File: src/rtl/imem_loader.sv
// Instruction-memory loader: turns a length-prefixed byte stream into big-endian
// 32-bit word writes from address 0, and holds the CPU stalled until the image is in.
module imem_loader #(
  parameter int ADDR_W = 8,
  parameter int DEPTH  = 64
) (
  input  logic              clk,
  input  logic              rst_n,
  input  logic              in_valid,
  input  logic [7:0]        in_data,
  output logic              in_ready,
  input  logic              reload,
  output logic              wr_en,
  output logic [ADDR_W-1:0] wr_addr,
  output logic [31:0]       wr_data,
  output logic              cpu_run,
  output logic              err,
  output logic [15:0]       words_written
);

  typedef enum logic [2:0] {HDR_HI, HDR_LO, DATA, FLUSH, DONE} state_t;

  localparam logic [15:0] DEPTH16 = 16'(DEPTH);

  state_t      state;
  logic [7:0]  n_hi;
  logic [15:0] n_words;
  logic [15:0] word_idx;
  logic [1:0]  byte_idx;
  logic [23:0] asm_q;

  logic        accept;
  logic [15:0] hdr_n;
  logic [31:0] word;

  assign accept = in_valid && in_ready;
  assign hdr_n  = {n_hi, in_data};
  // The final byte bypasses the assembly register so the write lands on its accept edge.
  assign word   = {asm_q, in_data};

  always_ff @(posedge clk or negedge rst_n) begin
    if (!rst_n) begin
      state         <= HDR_HI;
      in_ready      <= 1'b1;
      wr_en         <= 1'b0;
      wr_addr       <= '0;
      wr_data       <= '0;
      cpu_run       <= 1'b0;
      err           <= 1'b0;
      words_written <= '0;
      n_hi          <= '0;
      n_words       <= '0;
      word_idx      <= '0;
      byte_idx      <= '0;
      asm_q         <= '0;
    end else begin
      wr_en <= 1'b0;
      case (state)
        HDR_HI: if (accept) begin
          n_hi  <= in_data;
          state <= HDR_LO;
        end
        HDR_LO: if (accept) begin
          n_words  <= hdr_n;
          byte_idx <= '0;
          word_idx <= '0;
          if (hdr_n > DEPTH16) err <= 1'b1;
          if (hdr_n == 16'd0) begin
            state    <= DONE;
            cpu_run  <= 1'b1;
            in_ready <= 1'b0;
          end else begin
            state <= DATA;
          end
        end
        DATA: if (accept) begin
          asm_q    <= {asm_q[15:0], in_data};
          byte_idx <= byte_idx + 2'd1;
          if (byte_idx == 2'd3) begin
            // Words past DEPTH are consumed but never written, so the address never wraps.
            if (word_idx < DEPTH16) begin
              wr_en         <= 1'b1;
              wr_addr       <= {word_idx[ADDR_W-3:0], 2'b00};
              wr_data       <= word;
              words_written <= words_written + 16'd1;
            end
            word_idx <= word_idx + 16'd1;
            if (word_idx == n_words - 16'd1) begin
              state    <= FLUSH;
              in_ready <= 1'b0;
            end
          end
        end
        FLUSH: begin
          state   <= DONE;
          cpu_run <= 1'b1;
        end
        DONE: if (reload) begin
          state         <= HDR_HI;
          in_ready      <= 1'b1;
          cpu_run       <= 1'b0;
          err           <= 1'b0;
          words_written <= '0;
        end
        default: state <= HDR_HI;
      endcase
    end
  end

endmodule

File: config.mk
export PLATFORM = sky130hd
export DESIGN_NAME = imem_loader
export DESIGN_NICKNAME = d
export VERILOG_FILES = /design/src/rtl/imem_loader.sv
export SDC_FILE = /design/constraint.sdc
export NUM_CORES = 1
export LEC_CHECK = 0
export CAP_MARGIN = 15
export CELL_PAD_IN_SITES_DETAIL_PLACEMENT = 1
export CELL_PAD_IN_SITES_GLOBAL_PLACEMENT = 2
export CORE_MARGIN = 2
export CORE_UTILIZATION = 37
export CTS_CLUSTER_DIAMETER = 40
export CTS_CLUSTER_SIZE = 25
export DETAILED_ROUTE_END_ITERATION = 12
export PLACE_DENSITY_LB_ADDON = 0.05
export SLEW_MARGIN = 10
export SYNTH_ARGS = -nofsm -noshare
export SYNTH_HDL_FRONTEND = slang
export SYNTH_SLANG_ARGS = --single-unit
File: constraint.sdc
create_clock -name clk -period 2.8 [get_ports clk]
set_input_delay 0.7 -clock clk [delete_from_list [all_inputs] [get_ports clk]]
set_output_delay 0.7 -clock clk [all_outputs]
set_load 0.02 [all_outputs]
==> results of run 1 <==
[cell usage in the layout, fill, tap and decap left out, types with 7 or more instances in the layout]
| cell | instances |
|---|---|
| a21oi_1 | 12 |
| buf_4 | 26 |
| clkbuf_16 | 17 |
| clkdlybuf4s50_1 | 68 |
| dfrtp_1 | 126 |
| inv_1 | 10 |
| mux2_2 | 61 |
| nand2_1 | 99 |
| nand3_1 | 15 |
| nand4_1 | 14 |
| nor2_1 | 41 |
| nor4_1 | 7 |
| o21ai_0 | 15 |
| or3_1 | 7 |
| xnor2_1 | 19 |
| xor2_1 | 24 |
[registers in the layout, summed over array words and instances (netlist names)]
signal         count
wr_data           32
asm_q             24
n_words           16
word_idx          16
words_written     16
n_hi               8
wr_addr            6
state              3
byte_idx           2
cpu_run            1
err                1
in_ready           1
wr_en              1
[synthesized netlist by cell type (2+ instances only)]
cell	number	area share [%]
clkbuf_1	13	0.80
and2_1	3	0.31
a211oi_1	2	0.25
nand4_1	14	1.4
nor4_1	8	0.82
nor2b_1	4	0.41
and4_1	3	0.43
a21oi_1	12	0.99
mux2i_1	3	0.49
buf_2	7	0.58
o211ai_1	2	0.25
nand3_1	15	1.2
mux2_2	61	11
xor2_1	24	3.5
o21ai_0	15	1.2
or4_1	5	0.62
nor3_1	7	0.58
nand2_1	99	6.1
o2111ai_1	2	0.29
or3_1	7	0.72
xnor2_1	19	2.7
nor2_1	42	2.6
nand3b_1	6	0.74
ha_1	4	0.82
nand4b_1	2	0.29
o31ai_1	2	0.25
buf_4	4	0.49
nand2b_1	5	0.51
nor4_4	3	1.0
dfrtp_1	126	52
and3_1	6	0.62
inv_1	10	0.62
[where the power goes]
group	internal [mW]	switching [mW]
Combinational	0.900	0.935
Clock	1.35	0.891
Sequential	2.29	0.532
[layout make-up]
class | instances | share of cell area, %
clock inverters | 13 | 1.96
inverters | 10 | 0.482
multi-input cells | 402 | 35.4
well taps | 216 | 3.47
flip-flops and latches | 127 | 40.8
repair buffers | 98 | 12.3
clock buffers | 19 | 5.68
[per-layer routing]
metal,part of all wire [%],wire (um)
met3,3.9,617
met2,49,7810
met1,46,7260
met5,0,0
met4,0.61,96
[logic make-up (layout without fill, tap and decap cells)]
logic type	count (synthesis)	in the layout	share of synthesized area (%)
simple gates	240	240	20.4
flops	127	127	52.3
mux	64	64	11.8
compound gates	49	49	5.66
xor+xnor	43	43	6.19
buf+inv	36	140	2.76
fa+ha+maj	4	4	0.823
other cells	1	2	0.0617
[per-stage QoR]
step                      instances   TNS, ns  utilization, %  worst slack [ns]  cell area (um^2)
after floorplan                 565         0               -             0.505              6080
final                           885         0            48.7             0.388              7790
after global placement          853  -0.00667            45.0          -0.00667              7200
after CTS                       885         0            48.7             0.373              7790
after detailed placement        853   -0.0473            45.0           -0.0473              7200
after global routing            885         0            48.7             0.235              7790
[worst max-delay path, cell delays in order]
cell             delay, ns
clkdlybuf4s50_1       0.42
nor4_1                0.30
nand2_1               0.12
or3_1                 0.43
or3_1                 0.37
a41oi_1               0.21
a21bo_1               0.22
[worst min path at each step]
stage / endpoint / depth (start not counted) / slack (ns) / from
finish: wr_addr[7]$_DFFE_PN0P_ / 1 / 0.33 / rst_n
floorplan: asm_q[0]$_DFFE_PN0P_ / 0 / 0.40 / rst_n
global route: wr_addr[7]$_DFFE_PN0P_ / 1 / 0.36 / rst_n
CTS: wr_addr[7]$_DFFE_PN0P_ / 1 / 0.34 / rst_n
detailed placement: asm_q[17]$_DFFE_PN0P_ / 2 / 0.46 / asm_q[17]$_DFFE_PN0P_
global placement: asm_q[17]$_DFFE_PN0P_ / 2 / 0.46 / asm_q[17]$_DFFE_PN0P_
==> metrics, run 1 <==
core area=between 0.015 and 0.02 mm^2; Worst Reg2Reg Path Length in Cells=8; CP Launch Type=input pin; wire per inst=17.8 um; Post-DRT Antenna Nets=0; Clock Latency Late Sink=~0.43 ns; Power Density=885 mW/mm^2; Yosys reg bits=127; Core Rows=46; Worst Hold Class=in2async; IO buf count=69; Yosys warning total=0; final net count=672; TritonCTS clock tree=done; initial antenna violation count=0; Cells after Synth=564; Crit path required time=3.15 ns; GRT busiest layer=met2; First-pass DRT Iterations=4; number of global-route vias before repair=just over 5000; GRT overflow=0; Slew headroom=52.0%; Max Root-Sink Buffers=2; Clock Skew=roughly 0.011 ns; Crit Path Class=in2reg; average size of a mapped cell=10.8 um^2; Post-CTS Hold Buffers=0; Via density=5.18; largest net degree at the start of global routing=50; area grow syn2layout=28.2%; post-synth cell types=61; PostCTS Resize Cnt=0; part of the cycle the worst path needs=86.1%; Starting Density=38.0%; CP Capture Point=in_ready$_DFFE_PN1P_; area of the multi-input gates=0.00276 mm^2; dominant synthesized flop cell=dfrtp_1; setup slack, reg-to-reg=0.40 ns; DRC=0; Crit Reg-Reg Endpoint=in_ready$_DFFE_PN1P_; register area share after synthesis=52.3%; CP endpoint kind=register; cts bufs inserted=17; CTS root buf=clkbuf_16; share of cells above drive strength 1=21.2%; die area=0.0175 mm^2; DRT iter0 DRCs=225; Die Wd=approximately 130 um; CTS clk-pin slew, worst paths=about 0.06 ns; Final Hold Vio Count=0; met3 Usage GRT=4.92%; Synth Cell Area=0.00608 mm^2; status=completed; H-tree depth=4; Max Cap Viol=0; leakage=3.47 nW; met1 usage=about a quarter; register area=0.00318 mm^2; f_max=415 MHz; gpl congestion=0.780; post-CTS setup buffers=0; DP HPWL=11000 um; io pins=72; post-route minimum period=2.41 ns; maximum VDD drop=483 uV; Clock Sink Count=127; total global-route track usage=around a fifth; reg2reg start=n_words[0]$_DFFE_PN0P_; CP arrival=2.76 ns; CP max FO=2; Vias=4587; Worst Setup SP=in_data[2]; fill cell count=1759; measured slew at the worst slew-check pin=0.719 ns; Die Height=132 um; final-report max-slew violation count=0; WHS=0.326 ns; RSZ-0062 raised after global routing=false; total power=6.90 mW; Final setup viols=0; EDFF count, synth=0; first-pass GRT wire length=26800 um; asr flop ratio synth=100%; final wirelength=around 16000 um; ant diodes=0; met2 Use GR=32.4%
No activity file was read; power rests on OpenSTA's default activity.
==> run 2, diff against run 1 <==
Settings changed: RECOVER_POWER from default to 25.
==> run 2 against run 1 <==
Against the previous run:
- register-to-register slack got worse by 0.02 ns
- clock skew about the same
- critical endpoint unchanged
- hold slack improved by 0.15 ns
==> metrics, run 2 (synthesis results as in run 1) <==
Via density=5.18; measured slew at the worst slew-check pin=1.33 ns; commonest non-fill, non-tap cell in the layout=dfrtp_1; Vias=between 4000 and 5000; final net count=672; Int Power=4.53 mW; Post-DRT Antenna Nets=0; Final setup viols=0; largest net degree at the start of global routing=50; CP endpoint kind=register; cts bufs inserted=17; post-CTS setup buffers=0; CP max FO=5; part of the cycle the worst path needs=86.4%; PostCTS Resize Cnt=0; core area=0.0160 mm^2; RSZ-0062 raised after global routing=false; Clock Latency Late Sink=0.42 ns; wire per inst=between 15 and 20 um; DP HPWL=11000 um; First-pass DRT Iterations=4; DRT iter0 DRCs=between 200 and 250; IO buf count=slightly below 70; leakage=3.46 nW; number of global-route vias before repair=5087; die area=0.0175 mm^2; sw frac=34.2%; Clk network pwr share=32.5%; WHS=0.475 ns; CP peak stage delay=about 0.44 ns; registers with the most flip-flops=wr_data x32, asm_q x24; Final Hold Vio Count=0; initial antenna violation count=0; total global-route track usage=between 10% and 20%; maximum VDD drop=478 uV; f_max=413 MHz; status=completed; Post-Layout Cell Count=between 800 and 900; Max Root-Sink Buffers=2; final wirelength=between 15000 and 20000 um; Slew headroom=11.0%; Worst Hold Class=reg2reg; Starting Density=38.0%; Crit Path Class=reg2reg; TritonCTS clock tree=done; sequential fraction of design power=roughly two fifths; Buf+Inv Stages, Crit Path=1; DRC=0; most frequent cells in the layout=dfrtp_1 (126), nand2_1 (99), clkdlybuf4s50_1 (68); final-report max-slew violation count=0; CP Launch Type=register; Core Rows=between 40 and 50; post-route minimum period=2.42 ns; CP max stage cell=dfrtp_1; Crit path required time=around 3.2 ns; CTS clk-pin slew, worst paths=0.07 ns; Max Cap Viol=0; CP arrival=2.77 ns; GRT overflow=0; critical-path cell list=inv_1 > ha_1 > nor4b_2 > xnor2_1 > or3_1 > a32oi_1 > o2111ai_1 > a21bo_1; Comb pwr share=about a quarter; Power Density=888 mW/mm^2; Clock Skew=~0.011 ns; CTS root buf=clkbuf_16; gpl congestion=0.780; first-pass GRT wire length=~27000 um; Die Height=132 um; Reg with most FFs=wr_data; io pins=72; H-tree depth=4; dpl cells=853; area grow syn2layout=27.7%; sw power=2.36 mW; Die Wd=132 um; Post-CTS Hold Buffers=0; Clock Sink Count=approximately 130; max reg flops=32; ant diodes=0; CP top delay family=simple AND/OR/NAND/NOR gates; share of cells above drive strength 1=20.9%
==> run 2: changes by cell type in the layout (fill, tap and decap cells not counted), sizes merged <==
cell          change
clkbuf            +3
dlymetal6s4s      +1
buf               -4
==> run 2: worst min-delay path, delay by kind of cell, from the launching register on <==
kind	cells	cell delay, ns
AND/OR/NAND/NOR	2	0.10
flip-flops	1	0.34
==> run 2: stage by stage <==
stage               util (%)  worst slack [ns]  TNS (ns)  instance area (um^2)  power (mW)
global placement        45.0          -0.00667  -0.00667                  7200        4.61
global route            48.5             0.198         0                  7770        7.33
detailed placement      45.0           -0.0473   -0.0473                  7200        4.69
floorplan                  -             0.505         0                  6080        3.98
CTS                     48.7             0.373         0                  7790        6.98
finish                  48.5             0.381         0                  7770        6.89
==> run 2: per-layer routing <==
| layer | global-route usage [%] | part of all wire [%] | routed length (um) |
|---|---|---|---|
| met4 | 4.96 | 0.98 | 155 |
| met3 | 4.92 | 3.4 | 535 |
| met1 | 24.8 | 47 | 7360 |
| met5 | 0 | 0 | 0 |
| met2 | 32.4 | 49 | 7730 |
==> run 2: power by group through the flow <==
stage / logic (mW) / registers, mW / clock network, mW
after detailed placement: 1.84 / 2.85 / 0
final: 1.83 / 2.82 / 2.24
after global routing: 2.03 / 2.92 / 2.38
after floorplan: 1.27 / 2.71 / 0
after global placement: 1.78 / 2.83 / 0
after CTS: 1.86 / 2.82 / 2.30
==> run 2: worst paths after layout <==
path / startpoint / endpoint / slack, ns / depth (start not counted)
hold / removal: asm_q[20]$_DFFE_PN0P_ / asm_q[20]$_DFFE_PN0P_ / 0.48 / 2
min in group asynchronous: rst_n / wr_addr[7]$_DFFE_PN0P_ / 0.57 / 1
max in group asynchronous: rst_n / wr_data[30]$_DFFE_PN0P_ / 0.54 / 2
setup / recovery: n_words[0]$_DFFE_PN0P_ / in_ready$_DFFE_PN1P_ / 0.38 / 8
setup reg to reg: n_words[0]$_DFFE_PN0P_ / in_ready$_DFFE_PN1P_ / 0.38 / 8
hold reg to reg: asm_q[20]$_DFFE_PN0P_ / asm_q[20]$_DFFE_PN0P_ / 0.48 / 2
==> run 2: cell type report <==
cell class / count / area (um^2)
timing repair buffer: 98 / 927
multi-input combinational: 402 / 2760
clock inverter: 13 / 153
inverter: 10 / 37.5
fill: 1763 / 8230
sequential: 127 / 3180
clock buffer: 19 / 443
tap: 216 / 270
==> run 3, diff against run 2 <==
--- a/constraint.sdc
+++ b/constraint.sdc
@@ -3,2 +3,2 @@
 set_output_delay 0.7 -clock clk [all_outputs]
-set_load 0.02 [all_outputs]
+set_load 0.05 [all_outputs]
==> results of run 3 <==
Same layout as run 2 (identical final DEF). Status: completed.
Among the figures that moved: setup slack after layout 0.381 ns -> 0.225 ns; start point of the critical path n_words[0]$_DFFE_PN0P_ -> in_ready$_DFFE_PN1P_; end point of the critical path in_ready$_DFFE_PN1P_ -> in_ready; total power 6.89 mW -> 7.10 mW; worst IR drop on VDD 478 uV -> 480 uV
